===== src/rtl/wave_display_pkg.sv =====
// Shared constants and types for the waveform display stage: plot window
// geometry, FSM encoding, pipeline depth and per-stage pixel bundle.
package wave_display_pkg;

    localparam int X_START     = 256;
    localparam int X_END       = 767;
    localparam int PLOT_ROWS   = 512;
    localparam int PIPE_STAGES = 3;

    localparam logic [23:0] TRACE_RGB = 24'hFFFFFF;
    localparam logic [23:0] BG_RGB    = 24'h000000;

    typedef enum logic {
        IDLE   = 1'b0,
        ACTIVE = 1'b1
    } disp_state_t;

    typedef struct packed {
        logic [7:0] r;
        logic [7:0] g;
        logic [7:0] b;
    } rgb_t;

    // Raster position reduced to what the later stages actually need.
    typedef struct packed {
        logic       in_plot;
        logic       first_col;
        logic [7:0] sidx;
        logic [7:0] row;
    } pix_t;

endpackage


===== src/rtl/wave_display_if.sv =====
// Raster-in / sample-RAM / pixel-out bundle for wave_display. The slave side
// is the display itself; the master side is the surrounding VGA/RAM fabric.
interface wave_display_if;

    logic [10:0] x;
    logic [9:0]  y;
    logic        valid;
    logic        read_index;
    logic [8:0]  read_address;
    logic [7:0]  read_value;
    logic        valid_pixel;
    logic [7:0]  r;
    logic [7:0]  g;
    logic [7:0]  b;
    logic        wave_display_idle;

    modport master (
        output x, y, valid, read_index, read_value,
        input  read_address, valid_pixel, r, g, b, wave_display_idle
    );

    modport slave (
        input  x, y, valid, read_index, read_value,
        output read_address, valid_pixel, r, g, b, wave_display_idle
    );

endinterface


===== src/rtl/wave_display_span_check.sv =====
// Decides whether a plot row lies on the vertical segment joining the previous
// and current sample levels; with no previous level only the current row hits.
module wave_span_check (
    input  logic [7:0] prev_lvl,
    input  logic       prev_valid,
    input  logic [7:0] lvl,
    input  logic [7:0] row,
    output logic       draw
);

    logic [7:0] lo;
    logic [7:0] hi;

    always_comb begin
        lo   = (prev_lvl < lvl) ? prev_lvl : lvl;
        hi   = (prev_lvl < lvl) ? lvl : prev_lvl;
        draw = prev_valid ? (row >= lo && row <= hi) : (row == lvl);
    end

endmodule


===== src/rtl/wave_display.sv =====
// Renders the captured sample buffer as a connected trace: raster position ->
// RAM address -> level compare -> registered colour, three cycles end to end.
module wave_display
    import wave_display_pkg::*;
(
    input  logic     clk,
    input  logic     reset,
    wave_display_if.slave bus
);

    disp_state_t state;
    logic        idle_q;
    logic        latched_index;
    logic [8:0]  addr_q;

    logic [PIPE_STAGES:0] vld_pipe;
    logic [PIPE_STAGES:1] vld_q;

    pix_t pix0, pix1, pix2;
    logic start, stop;

    logic [7:0] lvl, last_lvl, prev_lvl, last_sidx, eff_prev_lvl;
    logic       last_valid, prev_valid, eff_prev_valid, new_sample, draw;
    rgb_t       rgb_q;

    assign vld_pipe = {vld_q, bus.valid};

    assign start = bus.valid && bus.x == 11'd0 && bus.y == 10'd0;
    assign stop  = bus.valid && bus.y == 10'(PLOT_ROWS);

    // Drawing and address generation only happen inside an active frame, so
    // after reset nothing is rendered until the next frame start.
    always_comb begin
        pix0.in_plot   = bus.valid && state == ACTIVE &&
                         bus.x >= 11'(X_START) && bus.x <= 11'(X_END) &&
                         bus.y < 10'(PLOT_ROWS);
        pix0.first_col = bus.x == 11'(X_START);
        pix0.sidx      = 8'((bus.x - 11'(X_START)) >> 1);
        pix0.row       = bus.y[8:1];
    end

    always_ff @(posedge clk or negedge reset) begin
        if (!reset) begin
            state         <= IDLE;
            idle_q        <= 1'b1;
            latched_index <= 1'b0;
        end else begin
            case (state)
                IDLE: if (start) begin
                    state         <= ACTIVE;
                    idle_q        <= 1'b0;
                    latched_index <= bus.read_index;
                end
                ACTIVE: if (stop) begin
                    state  <= IDLE;
                    idle_q <= 1'b1;
                end
            endcase
        end
    end

    always_ff @(posedge clk or negedge reset) begin
        if (!reset) begin
            addr_q <= '0;
            vld_q  <= '0;
            pix1   <= '0;
            pix2   <= '0;
        end else begin
            vld_q <= vld_pipe[PIPE_STAGES-1:0];
            pix1  <= pix0;
            pix2  <= pix1;
            if (pix0.in_plot)
                addr_q <= {latched_index, pix0.sidx};
        end
    end

    // Stage 2: read_value belongs to pix2. The segment for a pixel spans from
    // the previous sample's level to this one; the first column has none.
    assign lvl        = 8'd255 - bus.read_value;
    assign new_sample = pix2.sidx != last_sidx;

    always_comb begin
        eff_prev_lvl   = prev_lvl;
        eff_prev_valid = prev_valid;
        if (pix2.first_col) begin
            eff_prev_valid = 1'b0;
        end else if (new_sample) begin
            eff_prev_lvl   = last_lvl;
            eff_prev_valid = last_valid;
        end
    end

    wave_span_check u_span (
        .prev_lvl   (eff_prev_lvl),
        .prev_valid (eff_prev_valid),
        .lvl        (lvl),
        .row        (pix2.row),
        .draw       (draw)
    );

    always_ff @(posedge clk or negedge reset) begin
        if (!reset) begin
            prev_lvl   <= '0;
            prev_valid <= 1'b0;
            last_lvl   <= '0;
            last_valid <= 1'b0;
            last_sidx  <= '0;
            rgb_q      <= '0;
        end else begin
            if (pix2.in_plot && (pix2.first_col || new_sample)) begin
                prev_lvl   <= eff_prev_lvl;
                prev_valid <= eff_prev_valid;
                last_lvl   <= lvl;
                last_valid <= 1'b1;
                last_sidx  <= pix2.sidx;
            end
            if (!vld_pipe[PIPE_STAGES-1])
                rgb_q <= '0;
            else if (pix2.in_plot && draw)
                rgb_q <= TRACE_RGB;
            else
                rgb_q <= BG_RGB;
        end
    end

    assign bus.read_address      = addr_q;
    assign bus.valid_pixel       = vld_pipe[PIPE_STAGES];
    assign bus.r                 = rgb_q.r;
    assign bus.g                 = rgb_q.g;
    assign bus.b                 = rgb_q.b;
    assign bus.wave_display_idle = idle_q;

endmodule

===== src/flat_wrapper.sv =====
// flat-port wrapper written by rule: the top's interface ports become plain ports
module wave_display_flat import wave_display_pkg::*;
  (clk, reset, bus_x, bus_y, bus_valid, bus_read_index, bus_read_value, bus_read_address, bus_valid_pixel, bus_r, bus_g, bus_b, bus_wave_display_idle);
  wave_display_if bus_i ();
  input  logic clk;
  input  logic reset;
  input wire logic [$bits(bus_i.x)-1:0] bus_x;
  input wire logic [$bits(bus_i.y)-1:0] bus_y;
  input wire logic [$bits(bus_i.valid)-1:0] bus_valid;
  input wire logic [$bits(bus_i.read_index)-1:0] bus_read_index;
  input wire logic [$bits(bus_i.read_value)-1:0] bus_read_value;
  output wire logic [$bits(bus_i.read_address)-1:0] bus_read_address;
  output wire logic [$bits(bus_i.valid_pixel)-1:0] bus_valid_pixel;
  output wire logic [$bits(bus_i.r)-1:0] bus_r;
  output wire logic [$bits(bus_i.g)-1:0] bus_g;
  output wire logic [$bits(bus_i.b)-1:0] bus_b;
  output wire logic [$bits(bus_i.wave_display_idle)-1:0] bus_wave_display_idle;
  assign bus_i.x = bus_x;
  assign bus_i.y = bus_y;
  assign bus_i.valid = bus_valid;
  assign bus_i.read_index = bus_read_index;
  assign bus_i.read_value = bus_read_value;
  assign bus_read_address = bus_i.read_address;
  assign bus_valid_pixel = bus_i.valid_pixel;
  assign bus_r = bus_i.r;
  assign bus_g = bus_i.g;
  assign bus_b = bus_i.b;
  assign bus_wave_display_idle = bus_i.wave_display_idle;
  wave_display u_core (.clk(clk), .reset(reset), .bus(bus_i));
endmodule

===== config.mk =====
export PLATFORM = sky130hd
export DESIGN_NAME = wave_display_flat
export DESIGN_NICKNAME = d
export VERILOG_FILES = /design/src/rtl/wave_display_pkg.sv /design/src/rtl/wave_display_if.sv /design/src/rtl/wave_display_span_check.sv /design/src/rtl/wave_display.sv /design/src/flat_wrapper.sv
export SDC_FILE = /design/constraint.sdc
export NUM_CORES = 1
export LEC_CHECK = 0
export ABC_AREA = 1
export BUFFER_PORTS_ARGS = -buffer_cell sky130_fd_sc_hd__buf_4
export CORE_MARGIN = 2
export CORE_UTILIZATION = 50
export CTS_CLUSTER_SIZE = 8
export DETAILED_ROUTE_END_ITERATION = 8
export HOLD_SLACK_MARGIN = 0.06
export PLACE_DENSITY = 0.77
export REMOVE_ABC_BUFFERS = 1
export SLEW_MARGIN = 40
export SYNTH_ARGS = -nofsm -noshare
export SYNTH_HDL_FRONTEND = slang
export SYNTH_SLANG_ARGS = --single-unit

===== constraint.sdc =====
create_clock -name clk -period 4.1 [get_ports clk]
set_clock_uncertainty 0.15 [all_clocks]
set_input_delay 0.41 -clock clk [delete_from_list [all_inputs] [get_ports clk]]
set_output_delay 0.41 -clock clk [all_outputs]
set_load 0.01 [all_outputs]

==> results of run 1 <==
## final timing paths
kind                            slack [ns]                       from                                      to  cells past startpoint
worst max-delay path                  0.32  u_core.pix2[11]$_DFF_PN0_               u_core.bus.b[6]$_DFF_PN0_                     22
worst min-delay path                  0.08                  bus_x[10]               u_core.pix1[16]$_DFF_PN0_                      2
worst max register to register        0.32  u_core.pix2[11]$_DFF_PN0_               u_core.bus.b[6]$_DFF_PN0_                     22
worst min register to register        0.20   u_core.pix1[3]$_DFF_PN0_                u_core.pix2[3]$_DFF_PN0_                      0
max in group asynchronous             2.84                      reset          u_core.prev_lvl[3]$_DFFE_PN0P_                      2
min in group asynchronous             0.51                      reset  u_core.bus.read_address[4]$_DFFE_PN0P_                      2
## power by group through the flow
| stage | clock network (mW) | logic [mW] | registers [mW] |
|---|---|---|---|
| global route | 0.613 | 0.169 | 0.798 |
| detailed placement | 0 | 0.135 | 0.812 |
| floorplan | 0 | 0.0678 | 0.809 |
| finish | 0.571 | 0.148 | 0.796 |
| CTS | 0.581 | 0.149 | 0.796 |
| global placement | 0 | 0.131 | 0.811 |
## final cells by class
class	instances	area, um2	share of cell area (%)
Sequential cell	78	1953	42.66
Multi-Input combinational cell	269	1468	32.06
Timing Repair Buffer	86	691.9	15.11
Inverter	39	146.4	3.198
Clock buffer	9	123.9	2.706
Tap cell	99	123.9	2.706
Clock inverter	6	71.32	1.558
## state kept, by name, indices dropped and copies added (netlist names)
name                          flops
u_core.pix1                      18
u_core.vld_q                      3
u_core.state                      1
u_core.last_valid                 1
u_core.bus.read_address           9
u_core.bus.wave_display_idle      1
u_core.pix2                      18
u_core.bus.b                      1
u_core.prev_lvl                   8
u_core.last_lvl                   8
u_core.prev_valid                 1
u_core.last_sidx                  8
u_core.latched_index              1
## cell usage after synthesis
library cell  count
o21ai_0          31
nor2_2            3
nand2_4           3
nand2_2           3
xor2_1            8
a211oi_1          1
a31oi_1           1
buf_4            23
nor2_1            8
buf_2             2
o2111ai_1         1
ha_1             23
a211oi_2          1
nand2_1         133
and2_1            1
nand3_1          22
nand4_1           4
o22ai_1           1
mux2_2            1
o211ai_1          2
clkbuf_1          5
a211o_1           1
buf_6             1
a21oi_1           9
inv_1            37
nand3_2           1
dfstp_2           1
clkinv_1          2
xnor2_1           5
nor4_1            6
dfrtp_1          77
## logic make-up (layout without fill, tap and decap cells)
| logic type | Yosys count | after routing |
|---|---|---|
| simple gates | 184 | 184 |
| fa+ha+maj | 23 | 23 |
| mux | 1 | 1 |
| flops | 78 | 78 |
| buf+inv | 70 | 140 |
| xor+xnor | 13 | 13 |
| compound gates | 48 | 48 |
## worst max-delay path: cells and delay by family, from the launching register on
family | cells | cell delay, ns
AO/OA/AOI/OAI | 7 | 1.36
AND/OR/NAND/NOR | 10 | 0.78
adder cells (fa/ha/maj) | 2 | 0.51
flip-flops | 1 | 0.41
buffers and inverters | 2 | 0.36
XOR/XNOR | 1 | 0.14
## metal layers
metal	global-route usage, %	wire [um]
met5	0	0
met4	7.702	116
met3	3.900	374
met2	29.01	3394
met1	25.36	3492
## through the flow
stage                     hold slack [ns]  std cells  cell area, um2  total power, mW  utilization [%]
after floorplan                  -0.03559        386            3567           0.8766                -
after global placement             0.1813        554            4209           0.9422            57.72
after detailed placement           0.1847        554            4213           0.9469            57.77
after CTS                         0.06516        586            4578            1.527            62.78
after global routing              0.06611        586            4578            1.580            62.78
final                             0.08134        586            4578            1.515            62.78
## timing repair
action | CTS | global route
endpoints found under the hold margin | 93 | 0
hold buffers | 17 | 0
setup buffers | 0 | 0
gates resized for setup | 0 | 0
## cell usage in the layout (no fill, tap or decap), drive strengths merged, types with 4 or more instances in the layout
| master | synthesis | routed |
|---|---|---|
| nor4 | 6 | 6 |
| xor2 | 8 | 8 |
| ha | 23 | 23 |
| a21oi | 9 | 9 |
| o21ai | 31 | 31 |
| dfrtp | 77 | 77 |
| xnor2 | 5 | 5 |
| nand3 | 23 | 23 |
| buf | 26 | 69 |
| nand2 | 139 | 139 |
| dlygate4sd3 | 0 | 17 |
| clkbuf | 5 | 9 |
| nor2 | 11 | 11 |
| inv | 37 | 38 |
| clkinv | 2 | 4 |
| nand4 | 4 | 4 |
==> impl_metrics.tcl, run 1 <==
set metrics [dict create \
    cp_cell_sequence "xnor2_1 > nand2_1 > nor2_2 > nand2_2 > nand2_4 > o21ai_0 > inv_1 > ha_1 > nand2_1 > nor2_1 > a211oi_2 > buf_4 > nand3_1 > nand2_1 > ha_1 > a21oi_1 > nor2_1 > a211oi_1 > o211ai_1 > o21ai_0 > nand2_1 > a21oi_1" \
    insertedDiodeCount 0 \
    ys_top_cells_by_area "dfrtp_1, nand2_1, ha_1" \
    clk_pin_slew_worst_paths_ns 0.08 \
    drc 0 \
    power.density_nw_per_um2 330.9 \
    fin_crit_sh_pct 92.22 \
    grt_pass1_vias 2740 \
    power.internal_mw 1.135 \
    p_switching_mw 0.3801 \
    p_clk_share_pct 37.7 \
    first_pass_iters 4 \
    max_stage_delay_ns 0.41 \
    gp_congestion 0.8536 \
    synth_top_family_by_area "simple AND/OR/NAND/NOR gates" \
    cts_root_buffer "clkbuf_8" \
    rsz0062_at_grt "false" \
    drt_iter0_drc 205 \
    grt_pass1_wl_mm 12.36 \
    slew_headroom_pct 55.69 \
    grt-ovfl-total 0 \
    io_pins 68 \
    grt_usage_pct 18.58 \
    grt_max_degree 79 \
    ys_types 31 \
    synth_seq_area_share_pct 51.67 \
    combPwrFrac_pct 9.8 \
    ys_seq_elements 78 \
    antenna_found_initial 0 \
    synthesis.area_um2 3780 \
    routed_wl_mm 7.377 \
    synth_area_leader_cell "dfrtp_1" \
    fin_tns_setup_ns 0 \
    synthMuxAreaShare_pct 0.2979 \
    slowest_stage "dfrtp_1" \
    synth.top_cell.area_share_pct 50.98 \
    die_w_um 90.95 \
    n_fill_cell 625 \
    cts_tree "done" \
    avgViaCountPerCell 4.956 \
    dieHeight_um 90.95 \
    fin_nets 539 \
    io_buffers 67 \
    antenna_left 0 \
    clock_latency_ns 0.35 \
    place_ws_ns 0.3845 \
    finalHoldViolCount 0 \
    dp_hpwl_mm 5.271 \
    start_util_pct 51.84 \
    ir_drop_mv 0.2145 \
    worstPathMaxFanout 16 \
    swShare_pct 25.09 \
    worst_slack_ns 0.3188 \
    synth_area_per_cell_um2 9.064 \
    critPathArrivalTime_ns 3.90 \
    cts_made_buffers 9 \
    synth_xor_area_share_pct 3.012 \
    cts-htree-levels 3 \
    startpoint_type "flip-flop" \
    ys.warnings.count 0 \
    area_growth_pct 21.12 \
    wl_per_cell_um 12.59 \
    row_count 31 \
    fmax_mhz 264.5 \
    dieArea_um2 8271 \
    drv_slew 0 \
    period_minus_slack_ns 3.781 \
    end_kind "flip-flop" \
    path_class "reg -> reg" \
    path_common_cell "nand2_1" \
    synth_compound_area_share_pct 7.018 \
    cts.sinks 78 \
    drive_gt1_share_pct 19.92 \
    synth_fa_ha_area_share_pct 7.613 \
    drv_cap 0 \
    design.core.area_um2 7292 \
    p_leak_nw 2.453 \
    cp.required_ns 4.22 \
    syn_inst 417 \
    yosys.area_share.simple_pct 20.89 \
    worst_slew_pin_slew_ns 0.6647 \
    clockBufferDepth 2 \
    hold_class "in -> reg" \
    setup_viol 0 \
    vias 2904 \
    pwr-share-seq_pct 52.6 \
    status "finished clean" \
]
(Power assumes the default switching activity.)
==> run 2, diff against run 1 <==
Settings changed: PLACE_DENSITY 0.77 to default, PLACE_DENSITY_LB_ADDON from default to 0.2.
==> impl_metrics.tcl, run 2 (synthesis results as in run 1) <==
set metrics [dict create \
    status "finished clean" \
    hp-start "bus_x[10]" \
    first_pass_iters 5 \
    max_stage_delay_ns 0.40 \
    clockBufferDepth 2 \
    grt_usage_pct 18.78 \
    fin_nets 540 \
    n_fill_cell 616 \
    use_met1_pct 26.14 \
    p_leak_nw 2.482 \
    antenna_left 0 \
    drt_iter0_drc 107 \
    r2r-start "u_core.last_sidx[3]$_DFFE_PN0P_" \
    setup_viol 0 \
    design.core.area_um2 7292 \
    rsz0062_at_grt "false" \
    slowest_stage "dfrtp_1" \
    finalHoldViolCount 0 \
    cts_made_buffers 9 \
    path_buf_inv 2 \
    startpoint_type "flip-flop" \
    p_switching_mw 0.3911 \
    post_cts_resize_count 0 \
    drv_slew 0 \
    hold_class "in -> reg" \
    swShare_pct 24.48 \
    critPathArrivalTime_ns 3.77 \
    io_buffers 67 \
    row_count 31 \
    ir_drop_mv 0.2629 \
    fmax_mhz 274.3 \
    worstPathMaxFanout 16 \
    grt_pass1_vias 2684 \
    power.density_nw_per_um2 346.0 \
    stdcell_area_um2 4617 \
    grt-ovfl-total 0 \
    clk_pin_slew_worst_paths_ns 0.09 \
    end_kind "flip-flop" \
    cp-startpoint "u_core.last_sidx[3]$_DFFE_PN0P_" \
    grt_max_degree 79 \
    cp.required_ns 4.23 \
    combPwrFrac_pct 9.2 \
    drv_cap 0 \
    avgViaCountPerCell 4.791 \
    final_common_cell "nand2_1" \
    cts_tree "done" \
    wl_per_cell_um 12.33 \
    path_class "reg -> reg" \
    cts_root_buffer "clkbuf_8" \
    fin_tns_setup_ns 0 \
    antenna_found_initial 0 \
    vias 2817 \
    drive_gt1_share_pct 20.25 \
    cts-htree-levels 3 \
    layout_common_cells "nand2_1, dfrtp_1, buf_4" \
    insertedDiodeCount 0 \
    worst_slew_pin_slew_ns 0.6806 \
    gp_congestion 0.8640 \
    placedCellCount 555 \
    place_ws_ns 0.4857 \
    path_common_cell "nand2_1" \
    clock_latency_ns 0.34 \
    routed_wl_mm 7.248 \
    die_w_um 90.95 \
    dieArea_um2 8271 \
    io_pins 68 \
    start_util_pct 51.84 \
    dieHeight_um 90.95 \
    period_minus_slack_ns 3.646 \
    power.internal_mw 1.206 \
    ff_latch_area_um2 1953 \
    multi_input_area_um2 1468 \
    area_growth_pct 22.15 \
    power_mw 1.597 \
    pwr-share-seq_pct 49.8 \
    dpl_cell_area_um2 4220 \
    slew_headroom_pct 54.63 \
    cp_cell_sequence "xnor2_1 > nand2_1 > nor2_2 > nand2_2 > nand2_4 > nand2_1 > o21ai_0 > inv_1 > ha_1 > nand2_1 > nor2_1 > a211oi_2 > buf_4 > nand3_1 > nand2_1 > ha_1 > a21oi_1 > nor2_1 > a211oi_1 > o211ai_1 > o21ai_0 > nand2_1 > a21oi_1" \
    gr-usage-met2_pct 28.46 \
    finalNonFillerCells 588 \
    use_met3_pct 4.149 \
    fin_crit_sh_pct 88.92 \
    worst_slack_ns 0.4544 \
    p_clk_share_pct 40.9 \
    finalHoldWorstSlack_ns 0.08109 \
    drc 0 \
    cts.sinks 78 \
    cp_top_family "compound AO/OA/AOI/OAI gates" \
    holdBufCountCts 17 \
    grt_pass1_wl_mm 12.36 \
    dp_hpwl_mm 5.135 \
    cts_setup_buffers 0 \
    grt.busiest_layer "met2" \
    utilization_pct 63.32 \
]
==> run 2: worst paths after layout <==
kind	endpoint	slack (ns)	depth (start not counted)
min	u_core.pix1[16]$_DFF_PN0_	0.08	2
min in group asynchronous	u_core.last_lvl[1]$_DFFE_PN0P_	0.49	2
max reg2reg	u_core.bus.b[6]$_DFF_PN0_	0.45	23
max in group asynchronous	u_core.last_lvl[6]$_DFFE_PN0P_	2.82	2
max	u_core.bus.b[6]$_DFF_PN0_	0.45	23
min reg2reg	u_core.pix2[2]$_DFF_PN0_	0.20	0
==> run 2: per-layer routing <==
| metal | share of wire (%) | routed length (um) |
|---|---|---|
| met1 | 47 | 3405 |
| met4 | 1.3 | 97 |
| met2 | 46 | 3347 |
| met5 | 0 | 0 |
| met3 | 5.5 | 398 |
==> run 2: cell type report <==
cell class / instances / share of cell area (%)
flip-flops and latches: 78 / 42.30
multi-input cells: 269 / 31.79
repair buffers: 87 / 15.15
inverters: 39 / 3.171
clock buffers: 9 / 2.683
well taps: 99 / 2.683
clock inverters: 7 / 2.222
==> run 2: power groups by stage <==
| stage | Combinational (mW) | Sequential, mW | Clock, mW |
|---|---|---|---|
| final | 0.147 | 0.796 | 0.654 |
| after global routing | 0.170 | 0.798 | 0.705 |
| after CTS | 0.149 | 0.796 | 0.669 |
| after detailed placement | 0.136 | 0.811 | 0 |
| after global placement | 0.133 | 0.811 | 0 |
| after floorplan | 0.0678 | 0.809 | 0 |
==> run 3, diff against run 2 <==
Settings changed: CTS_BUF_LIST from default to sky130_fd_sc_hd__clkbuf_2, SLEW_MARGIN 40 to 25.
==> impl_metrics.tcl, run 3 (synthesis results as in run 1) <==
set metrics [dict create \
    pwr-share-seq_pct 57.2 \
    drv_cap 0 \
    gp_congestion 0.8640 \
    row_count 31 \
    insertedDiodeCount 0 \
    grt-ovfl-total 0 \
    fmax_mhz 271.6 \
    cts_root_buffer "clkbuf_2" \
    path_class "reg -> reg" \
    wl_per_cell_um 12.53 \
    first_pass_iters 4 \
    status "finished clean" \
    finalHoldWorstSlack_ns 0.1917 \
    layout_common_cells "nand2_1, dfrtp_1, buf_4" \
    area_growth_pct 23.44 \
    cts-htree-levels 3 \
    p_leak_nw 2.504 \
    ir_drop_mv 0.2323 \
    clock_latency_ns 0.49 \
    dieHeight_um 90.95 \
    worstPathMaxFanout 16 \
    cts_setup_buffers 0 \
    antenna_found_initial 0 \
    fin_nets 555 \
    final_common_cell "nand2_1" \
    power.internal_mw 1.014 \
    routed_wl_mm 7.554 \
    max_stage_delay_ns 0.46 \
    fin_crit_sh_pct 89.80 \
    setup_viol 0 \
    io_buffers 67 \
    drive_gt1_share_pct 19.64 \
    worst_slew_pin_slew_ns 0.6853 \
    grt_pass1_vias 2799 \
    utilization_pct 63.98 \
    cts_made_buffers 9 \
    design.core.area_um2 7292 \
    cp_cell_sequence "xnor2_1 > nand2_1 > nor2_2 > nand2_2 > nand2_4 > o21ai_0 > inv_1 > ha_1 > nand2_1 > nor2_1 > a211oi_2 > buf_4 > nand3_1 > nand2_1 > ha_1 > a21oi_1 > nor2_1 > a211oi_1 > o211ai_1 > o21ai_0 > nand2_1 > a21oi_1" \
    slew_headroom_pct 54.32 \
    power_mw 1.396 \
    dpl_cell_area_um2 4217 \
    grt_max_degree 79 \
    rsz0062_at_grt "false" \
    start_util_pct 51.84 \
    end_kind "flip-flop" \
    path_common_cell "nand2_1" \
    grt_pass1_wl_mm 12.83 \
    antenna_left 0 \
    swShare_pct 27.32 \
    avgViaCountPerCell 4.847 \
    period_minus_slack_ns 3.682 \
    critPathArrivalTime_ns 3.98 \
    p_clk_share_pct 31.4 \
    cts_tree "done" \
    p_switching_mw 0.3814 \
    finalHoldViolCount 0 \
    slowest_stage "dfrtp_1" \
    clockBufferDepth 2 \
    die_w_um 90.95 \
    stdcell_area_um2 4666 \
    combPwrFrac_pct 11.4 \
    cts.sinks 78 \
    io_pins 68 \
    dp_hpwl_mm 5.137 \
    power.density_nw_per_um2 299.1 \
    hold_class "in -> reg" \
    cp.required_ns 4.40 \
    vias 2923 \
    dieArea_um2 8271 \
    drc 0 \
    startpoint_type "flip-flop" \
    drt_iter0_drc 121 \
    grt_usage_pct 19.38 \
    r2r_slack_ns 0.42 \
    drv_slew 0 \
    clk_pin_slew_worst_paths_ns 0.24 \
    fin_tns_setup_ns 0 \
]
[run 3: path summary, 6_finish.rpt]
path / start / endpoint / cells past startpoint
max: u_core.pix2[11]$_DFF_PN0_ / u_core.bus.b[6]$_DFF_PN0_ / 22
min: bus_y[0] / u_core.bus.wave_display_idle$_DFFE_PN1P_ / 5
max reg2reg: u_core.pix2[11]$_DFF_PN0_ / u_core.bus.b[6]$_DFF_PN0_ / 22
min reg2reg: u_core.pix1[12]$_DFF_PN0_ / u_core.pix2[12]$_DFF_PN0_ / 0
max in group asynchronous: reset / u_core.pix1[3]$_DFF_PN0_ / 2
min in group asynchronous: reset / u_core.last_lvl[1]$_DFFE_PN0P_ / 2
[run 3: layout make-up]
| class | count | area, um2 |
|---|---|---|
| clock inverter | 7 | 80.08 |
| multi-input combinational | 269 | 1468 |
| tap | 99 | 123.9 |
| timing repair buffer | 102 | 849.6 |
| fill | 616 | 2626 |
| inverter | 39 | 146.4 |
| clock buffer | 9 | 45.04 |
| sequential | 78 | 1953 |
[run 3: worst max-delay path, delay by kind of cell (launching register included)]
kind                     cells  cell delay (ns)
AO/OA/AOI/OAI                7             1.32
AND/OR/NAND/NOR             10             0.75
adder cells (fa/ha/maj)      2             0.51
flip-flops                   1             0.46
buffers and inverters        2             0.32
XOR/XNOR                     1             0.13
[run 3: timing repair]
action | CTS | global route
hold buffers | 32 | 0
resized for setup | 0 | 0
hold endpoints to repair | 115 | 0
[run 3: through the flow]
stage	std cells	worst slack [ns]
after detailed placement	555	0.4772
final	603	0.4183
after global placement	555	0.5629
after CTS	603	0.4339
after floorplan	386	0.3827
after global routing	603	0.02667
[run 3: power by group through the flow]
stage / registers [mW] / logic (mW) / clock network (mW)
2_1_floorplan: 0.809 / 0.0678 / 0
3_3_place_gp: 0.811 / 0.133 / 0
3_5_place_dp: 0.812 / 0.136 / 0
4_1_cts: 0.798 / 0.159 / 0.455
5_1_grt: 0.801 / 0.182 / 0.488
6_report: 0.798 / 0.159 / 0.439
[run 3: layer usage]
metal	track usage (%)	routed length, um	part of all wire (%)	vias to the layer above
met5	0	0	0	-
met2	30.99	3586	47	89
met1	26.52	3472	46	1340
met4	5.429	91	1.2	0
li1	-	-	-	1484
met3	4.647	404	5.3	10
